===== src/rtl/rf_pkg.sv =====
// ============================================================================
// rf_pkg : shared defaults for the 2-read / 1-write register file
// Rev 1.0
// ============================================================================
`default_nettype none

package rf_pkg;
  localparam int RF_DATA_W    = 32;
  localparam int RF_ADDR_W    = 5;
  localparam int RF_DEPTH     = 32;
  localparam int RF_ZERO_ADDR = 0;
endpackage

`default_nettype wire


===== src/rtl/reg_file_2r1w_if.sv =====
// ============================================================================
// reg_file_2r1w_if : write, read-request and read-data bundle of the register file
// Rev 1.0
// ============================================================================
`default_nettype none

interface reg_file_2r1w_if
  import rf_pkg::*;
#(
  parameter int DATA_W = RF_DATA_W,
  parameter int ADDR_W = RF_ADDR_W
);
  logic              we;
  logic [ADDR_W-1:0] waddr;
  logic [DATA_W-1:0] wdata;
  logic              rd_en;
  logic [ADDR_W-1:0] raddr1;
  logic [ADDR_W-1:0] raddr2;
  logic [DATA_W-1:0] rdata1;
  logic [DATA_W-1:0] rdata2;
  logic              rd_valid;

  modport master (
    output we, waddr, wdata, rd_en, raddr1, raddr2,
    input  rdata1, rdata2, rd_valid
  );

  modport slave (
    input  we, waddr, wdata, rd_en, raddr1, raddr2,
    output rdata1, rdata2, rd_valid
  );
endinterface

`default_nettype wire


===== src/rtl/rf_read_port.sv =====
// ============================================================================
// rf_read_port : DEPTH-way word select with range check, zero register and bypass
// Rev 1.0
// ============================================================================
`default_nettype none

module rf_read_port
  import rf_pkg::*;
#(
  parameter int DATA_W   = RF_DATA_W,
  parameter int ADDR_W   = RF_ADDR_W,
  parameter int DEPTH    = RF_DEPTH,
  parameter int ZERO_REG = 1,
  parameter int BYPASS   = 1
) (
  input  wire logic [DATA_W-1:0] mem [DEPTH],
  input  wire logic [ADDR_W-1:0] raddr,
  input  wire logic              wr_ok,
  input  wire logic [ADDR_W-1:0] waddr,
  input  wire logic [DATA_W-1:0] wdata,
  output logic      [DATA_W-1:0] sel
);

  always_comb begin
    sel = '0;
    // Addresses at or beyond DEPTH match no entry and fall through as zero
    for (int i = 0; i < DEPTH; i++) begin
      if (raddr == ADDR_W'(i)) sel = mem[i];
    end
    if ((ZERO_REG != 0) && (raddr == ADDR_W'(RF_ZERO_ADDR))) begin
      sel = '0;
    end else if ((BYPASS != 0) && wr_ok && (waddr == raddr)) begin
      sel = wdata;
    end
  end

endmodule

`default_nettype wire


===== src/rtl/reg_file_2r1w.sv =====
// ============================================================================
// reg_file_2r1w : flip-flop register file, two registered read ports, one write
// Rev 1.0
// ============================================================================
`default_nettype none

module reg_file_2r1w
  import rf_pkg::*;
#(
  parameter int DATA_W   = RF_DATA_W,
  parameter int ADDR_W   = RF_ADDR_W,
  parameter int DEPTH    = RF_DEPTH,
  parameter int ZERO_REG = 1,
  parameter int BYPASS   = 1
) (
  input wire logic         clk,
  input wire logic         rst,
  reg_file_2r1w_if.slave   bus
);

  localparam logic [ADDR_W:0] c_depth = (ADDR_W + 1)'(DEPTH);

  logic [DATA_W-1:0] r_mem [DEPTH];
  logic [DATA_W-1:0] r_rdata1;
  logic [DATA_W-1:0] r_rdata2;
  logic              r_rd_valid;
  logic [DATA_W-1:0] w_sel1;
  logic [DATA_W-1:0] w_sel2;
  logic              w_wr_ok;

  // A write counts only when it will actually land; the bypass depends on this too
  assign w_wr_ok = bus.we && ({1'b0, bus.waddr} < c_depth) &&
                   !((ZERO_REG != 0) && (bus.waddr == ADDR_W'(RF_ZERO_ADDR)));

  always_ff @(posedge clk or posedge rst) begin
    if (rst) begin
      for (int i = 0; i < DEPTH; i++) r_mem[i] <= '0;
    end else begin
      for (int i = 0; i < DEPTH; i++) begin
        if (w_wr_ok && (bus.waddr == ADDR_W'(i))) r_mem[i] <= bus.wdata;
      end
    end
  end

  rf_read_port #(
    .DATA_W(DATA_W), .ADDR_W(ADDR_W), .DEPTH(DEPTH),
    .ZERO_REG(ZERO_REG), .BYPASS(BYPASS)
  ) u_port1 (
    .mem(r_mem), .raddr(bus.raddr1), .wr_ok(w_wr_ok),
    .waddr(bus.waddr), .wdata(bus.wdata), .sel(w_sel1)
  );

  rf_read_port #(
    .DATA_W(DATA_W), .ADDR_W(ADDR_W), .DEPTH(DEPTH),
    .ZERO_REG(ZERO_REG), .BYPASS(BYPASS)
  ) u_port2 (
    .mem(r_mem), .raddr(bus.raddr2), .wr_ok(w_wr_ok),
    .waddr(bus.waddr), .wdata(bus.wdata), .sel(w_sel2)
  );

  always_ff @(posedge clk or posedge rst) begin
    if (rst) begin
      r_rdata1   <= '0;
      r_rdata2   <= '0;
      r_rd_valid <= 1'b0;
    end else begin
      r_rd_valid <= bus.rd_en;
      if (bus.rd_en) begin
        r_rdata1 <= w_sel1;
        r_rdata2 <= w_sel2;
      end
    end
  end

  assign bus.rdata1   = r_rdata1;
  assign bus.rdata2   = r_rdata2;
  assign bus.rd_valid = r_rd_valid;

endmodule

`default_nettype wire


===== src/flat_wrapper.sv =====
// flat-port wrapper written by rule: the top's interface ports become plain ports
module reg_file_2r1w_flat import rf_pkg::*;
#(
  parameter int DATA_W   = RF_DATA_W,
  parameter int ADDR_W   = RF_ADDR_W,
  parameter int DEPTH    = RF_DEPTH,
  parameter int ZERO_REG = 1,
  parameter int BYPASS   = 1
)
  (clk, rst, bus_we, bus_waddr, bus_wdata, bus_rd_en, bus_raddr1, bus_raddr2, bus_rdata1, bus_rdata2, bus_rd_valid);
  reg_file_2r1w_if #(.DATA_W(DATA_W), .ADDR_W(ADDR_W)) bus_i ();
  input wire logic clk;
  input wire logic rst;
  input wire logic [$bits(bus_i.we)-1:0] bus_we;
  input wire logic [$bits(bus_i.waddr)-1:0] bus_waddr;
  input wire logic [$bits(bus_i.wdata)-1:0] bus_wdata;
  input wire logic [$bits(bus_i.rd_en)-1:0] bus_rd_en;
  input wire logic [$bits(bus_i.raddr1)-1:0] bus_raddr1;
  input wire logic [$bits(bus_i.raddr2)-1:0] bus_raddr2;
  output wire logic [$bits(bus_i.rdata1)-1:0] bus_rdata1;
  output wire logic [$bits(bus_i.rdata2)-1:0] bus_rdata2;
  output wire logic [$bits(bus_i.rd_valid)-1:0] bus_rd_valid;
  assign bus_i.we = bus_we;
  assign bus_i.waddr = bus_waddr;
  assign bus_i.wdata = bus_wdata;
  assign bus_i.rd_en = bus_rd_en;
  assign bus_i.raddr1 = bus_raddr1;
  assign bus_i.raddr2 = bus_raddr2;
  assign bus_rdata1 = bus_i.rdata1;
  assign bus_rdata2 = bus_i.rdata2;
  assign bus_rd_valid = bus_i.rd_valid;
  reg_file_2r1w #(.DATA_W(DATA_W), .ADDR_W(ADDR_W), .DEPTH(DEPTH), .ZERO_REG(ZERO_REG), .BYPASS(BYPASS)) u_core (.clk(clk), .rst(rst), .bus(bus_i));
endmodule

===== config.mk =====
export PLATFORM = sky130hd
export DESIGN_NAME = reg_file_2r1w_flat
export DESIGN_NICKNAME = d
export VERILOG_FILES = /design/src/rtl/rf_pkg.sv /design/src/rtl/reg_file_2r1w_if.sv /design/src/rtl/rf_read_port.sv /design/src/rtl/reg_file_2r1w.sv /design/src/flat_wrapper.sv
export SDC_FILE = /design/constraint.sdc
export NUM_CORES = 2
export LEC_CHECK = 0
export BUFFER_PORTS_ARGS = -buffer_cell sky130_fd_sc_hd__buf_4
export CELL_PAD_IN_SITES_DETAIL_PLACEMENT = 0
export CELL_PAD_IN_SITES_GLOBAL_PLACEMENT = 2
export CORE_MARGIN = 4
export CORE_UTILIZATION = 47
export DETAILED_ROUTE_END_ITERATION = 16
export PLACE_DENSITY = 0.84
export SLEW_MARGIN = 20
export SYNTH_ARGS = -nofsm -noshare
export SYNTH_HDL_FRONTEND = slang
export SYNTH_HIERARCHICAL = 1
export SYNTH_SLANG_ARGS = --single-unit

===== constraint.sdc =====
create_clock -name clk -period 73.5 [get_ports clk]
set_input_delay 11.025 -clock clk [delete_from_list [all_inputs] [get_ports clk]]
set_output_delay 11.025 -clock clk [all_outputs]
set_load 0.03 [all_outputs]

[Yosys cells after proc, flatten, opt, wreduce, memory -nomap -nowiden]
Index checks and enable logic that the tools add are counted.
Word-level totals
  input bits: 51
  register bits after elaboration: 1057
Cells by class
  muxes and demuxes: 66
  reductions and logical operators: 38
  eq/ne operators: 95
Operators by type and width (count)
  two-way mux 32 bit: 66
  == test 5 bit (second input constant): 48
  == test 5 x 4 -> 1 bit (second input constant): 24
  == test 5 x 3 -> 1 bit (second input constant): 12
  logical AND 1 bit: 34
  == test 5 x 2 -> 1 bit (second input constant): 6
  == test 5 x 1 -> 1 bit (second input constant): 3
  logical NOT 5 bit: 3
  == test 5 bit: 2
  logical NOT 1 bit: 1

[Longest topological paths before layout]
  depth in word-level cells: 34
  gate-level depth with buffers: 12

[Cells and area by module]
The synthesis kept the hierarchy.
By module, submodules not included
  reg_file_2r1w: cells each 2427, sequential area each 27251.1 µm², instances 1, area each 40415.0 µm²
  rf_read_port: cells each 1251, sequential area each 0.0 µm², instances 2, area each 8201.6 µm²

[Worst setup path before layout]
Ideal clock, no wire load.
  kind: input port to flip-flop
  start: input bus_waddr[4]
  end: register u_core.r_rdata1[31] (netlist: u_core/bus.rdata1[31])
  data arrival time: 13037 ps
  cell stages on the path: 10
  path slack: 60338 ps
  path through: buf_2 -> or2_2 -> o41a_1 -> and3_1 -> clkbuf_2 -> a21oi_1 -> nand4_1 -> a2111oi_0 -> a21oi_1 -> mux2_2
On the way
  cells in the longest elaborated chain, start to end: 6
RTL lines
  from (decl): line flat_wrapper.sv:15  | input wire logic [$bits(bus_i.waddr)-1:0] bus_waddr;
  logical NOT 5 bit: line reg_file_2r1w.sv:33  | !((ZERO_REG != 0) && (bus.waddr == ADDR_W'(RF_ZERO_ADDR)));
  logical NOT 1 bit: line reg_file_2r1w.sv:33
  logical AND 1 bit: line reg_file_2r1w.sv:32  | assign w_wr_ok = bus.we && ({1'b0, bus.waddr} < c_depth) &&
  net u_core.w_wr_ok: line reg_file_2r1w.sv:29  | logic w_wr_ok;
  logical AND 1 bit: line rf_read_port.sv:32  | end else if ((BYPASS != 0) && wr_ok && (waddr == raddr)) begin
  two-way mux 32 bit: line rf_read_port.sv:32
  two-way mux 32 bit: line rf_read_port.sv:30  | if ((ZERO_REG != 0) && (raddr == ADDR_W'(RF_ZERO_ADDR))) begin
  net u_core.w_sel1[31]: line reg_file_2r1w.sv:27  | logic [DATA_W-1:0] w_sel1;
  to (signal assigned): line reg_file_2r1w.sv:69  | r_rdata1 <= w_sel1;
  to (decl): line reg_file_2r1w.sv:24  | logic [DATA_W-1:0] r_rdata1;
The timed path passes the listed nets, and every way through them passes these cells.
A chain may end at the register's enable or synchronous reset.

[Worst setup path after layout]
  start: input bus_raddr2[1]
  end: register u_core.r_rdata2[9] (netlist: u_core/bus.rdata2[9])
On the way
  cells in the longest elaborated chain, start to end: 34
RTL lines
  from (decl): line flat_wrapper.sv:19  | input wire logic [$bits(bus_i.raddr2)-1:0] bus_raddr2;
  == test 5 x 1 -> 1 bit: line rf_read_port.sv:28  | if (raddr == ADDR_W'(i)) sel = mem[i];
  two-way mux 32 bit (31 in series): line rf_read_port.sv:28
  two-way mux 32 bit: line rf_read_port.sv:32
  two-way mux 32 bit *: line rf_read_port.sv:30
  net u_core.w_sel2[9]: line reg_file_2r1w.sv:28  | logic [DATA_W-1:0] w_sel2;
  to (signal assigned): line reg_file_2r1w.sv:70  | r_rdata2 <= w_sel2;
  to (decl): line reg_file_2r1w.sv:25  | logic [DATA_W-1:0] r_rdata2;
The timed path passes the listed nets; every way through them passes the cells marked *.

==> metrics.md <==
| Metric | Value |
|---|---|
| Outcome | complete, no violations |
| Vias in the first global route | 46500 |
| Fillers | 10419 |
| Pwr Density | 27.1 nW/um^2 |
| Largest net degree at the start of global routing | 165 |
| Clk_lat worst skew | 0.76 ns |
| Crit-path max FO | 54 |
| CP startpoint | bus_raddr2[1] |
| Core area | 118000 sq um |
| Critical path required time | 74.20 ns |
| Antenna violations before repair | 24 |
| DP Area | 57900 sq um |
| Worst hold-check path type | reg2reg |
| Final setup fails | 0 |
| H-tree depth | 3 |
| WL final | 275000 microns |
| Clock sink count | 1057 |
| DRC errors left | 0 |
| Initial Util | 47.3% |
| Worst-margin pin slew | 1.31 ns |
| Die Span X | 353 microns |
| Clock root buffer | clkbuf_16 |
| Port Buf Inserts | 115 |
| Die ar. | 125000 sq um |
| Clk buf depth | 3 |
| Max cap viols | 0 |
| CTS tree | yes |
| Max Clock Skew | 0.0146 ns |
| Area delta synth->final | 10.5% |
| Pwr Total | 1670 uW |
| CTS buffer count | 116 |
| Vias | 49636 |
| All-Layer GR Usage | 42.6% |
| CTS clk-pin slew, worst paths | 0.06 ns |
| Syn Area/Cell | 11.5 sq um |
| Worst r2r dst | u_core/bus.rdata1[16] |
| Grt ovf | 0 |
| WS Path Type | in2reg |
| Ports | 116 |
| First-pass GRT wire length | 374000 microns |
| Detailed Place HPWL | 159000 microns |
| CP Capture Point | u_core/bus.rdata2[9] |
| Synth Warn # | 6 |
| Hold Vio Cnt, Final | 0 |
| Worst R2R Start | u_core/r_mem[784] |
| Peak VDD IR | 21.2 uV |
| Lkg Pwr | 0.0266 uW |
| Layout cells sized above 1 | 32.5% |
| Worst r2r path cells | 8 |
| Slew Limit Fails | 0 |
| Fin Setup TNS | 0 ns |
| Minimum clock period | 14.89 ns |
| Cell area after synthesis | 55900 sq um |
| Die height | 353 microns |
| Placed insts | 6191 |
| Fin crit share | 20.3% |
| Worst setup EP type | register |
| Fin nets | 4825 |
| Post-CTS Repair Setup Buffers | 0 |
| # rows | 126 |
| Wire length per cell | 42.8 microns |
| Post-CTS sizing | 0 |
| Fmax achieved | 0.0672 GHz |
| GP Congestion | 0.996 |
| Max_slew headroom | 12.3% |
| Syn Inst Count | 4865 |
| DR vias/cell | 7.72 |
| Post-Layout Cell Count | 6427 |
| R2R setup slack | 71.03 ns |
| Hold depth | 1 |
| Net count after synthesis | 4916 |
| Total iterations of the first detailed-routing run | 7 |
| Unrepaired setup endpoints after global routing | false |
| Worst EP arrival | 15.59 ns |
| Crit path launch type | primary input |
| Design Area, Final | 61800 sq um |
| Routed Antenna Nets | 0 |
| CTS hold repair buffers | 0 |
| Initial DRC Count | 8772 |
-- metal layers --
layer	GRT usage [%]	vias to the layer above	wire length [microns]
met3	18.3	1344	42500
met1	54.3	25256	99600
met4	27.9	10	23100
li1	-	18548	-
met5	0.0769	-	66
met2	58.7	4478	110000
-- final cells by class --
class,count,area [sq um],area share (%)
Clock inverter,31,304,0.492
Antenna cell,27,67.6,0.109
Inverter,13,56.3,0.0911
Sequential cell,1057,26500,42.8
Multi-Input combinational cell,3319,27400,44.4
Clock buffer,177,3470,5.62
Timing Repair Buffer,267,2080,3.37
Tap cell,1536,1920,3.11
-- how the worst min path moves through the flow --
stage	start	endpoint	slack, ns
2_1_floorplan	u_core/r_mem[209]	u_core/r_mem[209]	0.47
5_1_grt	u_core/bus.rdata2[12]	u_core/bus.rdata2[12]	0.52
6_report	u_core/bus.rdata2[12]	u_core/bus.rdata2[12]	0.51
3_5_place_dp	u_core/r_mem[95]	u_core/r_mem[95]	0.49
3_3_place_gp	u_core/r_mem[63]	u_core/r_mem[63]	0.48
4_1_cts	u_core/r_mem[282]	u_core/r_mem[282]	0.51
-- state kept, by name, indices dropped and copies added, names as in the netlist --
register             count
u_core/bus.rd_valid      1
u_core/bus.rdata1       32
u_core/bus.rdata2       32
u_core/r_mem           992
-- layout by cell type, fill, tap and decap left out, drive strengths merged, types with 16 or more instances in the layout --
cell	instances
a221oi	112
buf	267
mux2i	100
nand3	80
nor4	20
a31oi	22
a22oi	328
a22o	106
a221o	16
nand4	87
nand2b	18
diode	27
nor2b	28
mux2	1076
clkinv	23
and3	30
clkbuf	177
nor2	227
o32ai	24
a32oi	30
o22ai	56
o221ai	36
a222oi	22
dfrtp	1057
nor3	38
o211ai	42
nand2	172
a21oi	254
o21ai	184
a211oi	30
-- through the flow --
| stage | util [%] | worst slack (ns) | hold WS, ns |
|---|---|---|---|
| 2_1_floorplan | - | 32.72 | 0.466 |
| 3_3_place_gp | 49.0 | 58.19 | 0.482 |
| 3_5_place_dp | 49.0 | 58.18 | 0.492 |
| 4_1_cts | 52.2 | 58.95 | 0.507 |
| 5_1_grt | 52.3 | 58.59 | 0.517 |
| 6_report | 52.3 | 58.61 | 0.509 |
-- power by group --
| part | switching, uW | internal (uW) |
|---|---|---|
| sequential | 94.9 | 698 |
| combinational | 155 | 133 |
| clock | 257 | 337 |
-- worst max-delay path: stages --
cell and delay (ns):
buf_6 0.51, buf_4 0.69, nand2_1 0.80, nor2_4 0.78, buf_4 0.60, a22oi_1 0.19, nand4_1 0.12, nor4_1 0.09
o311a_1 0.39, nor2_1 0.12, mux2_2 0.16
Note: power is estimated with default switching activity, not from simulation.
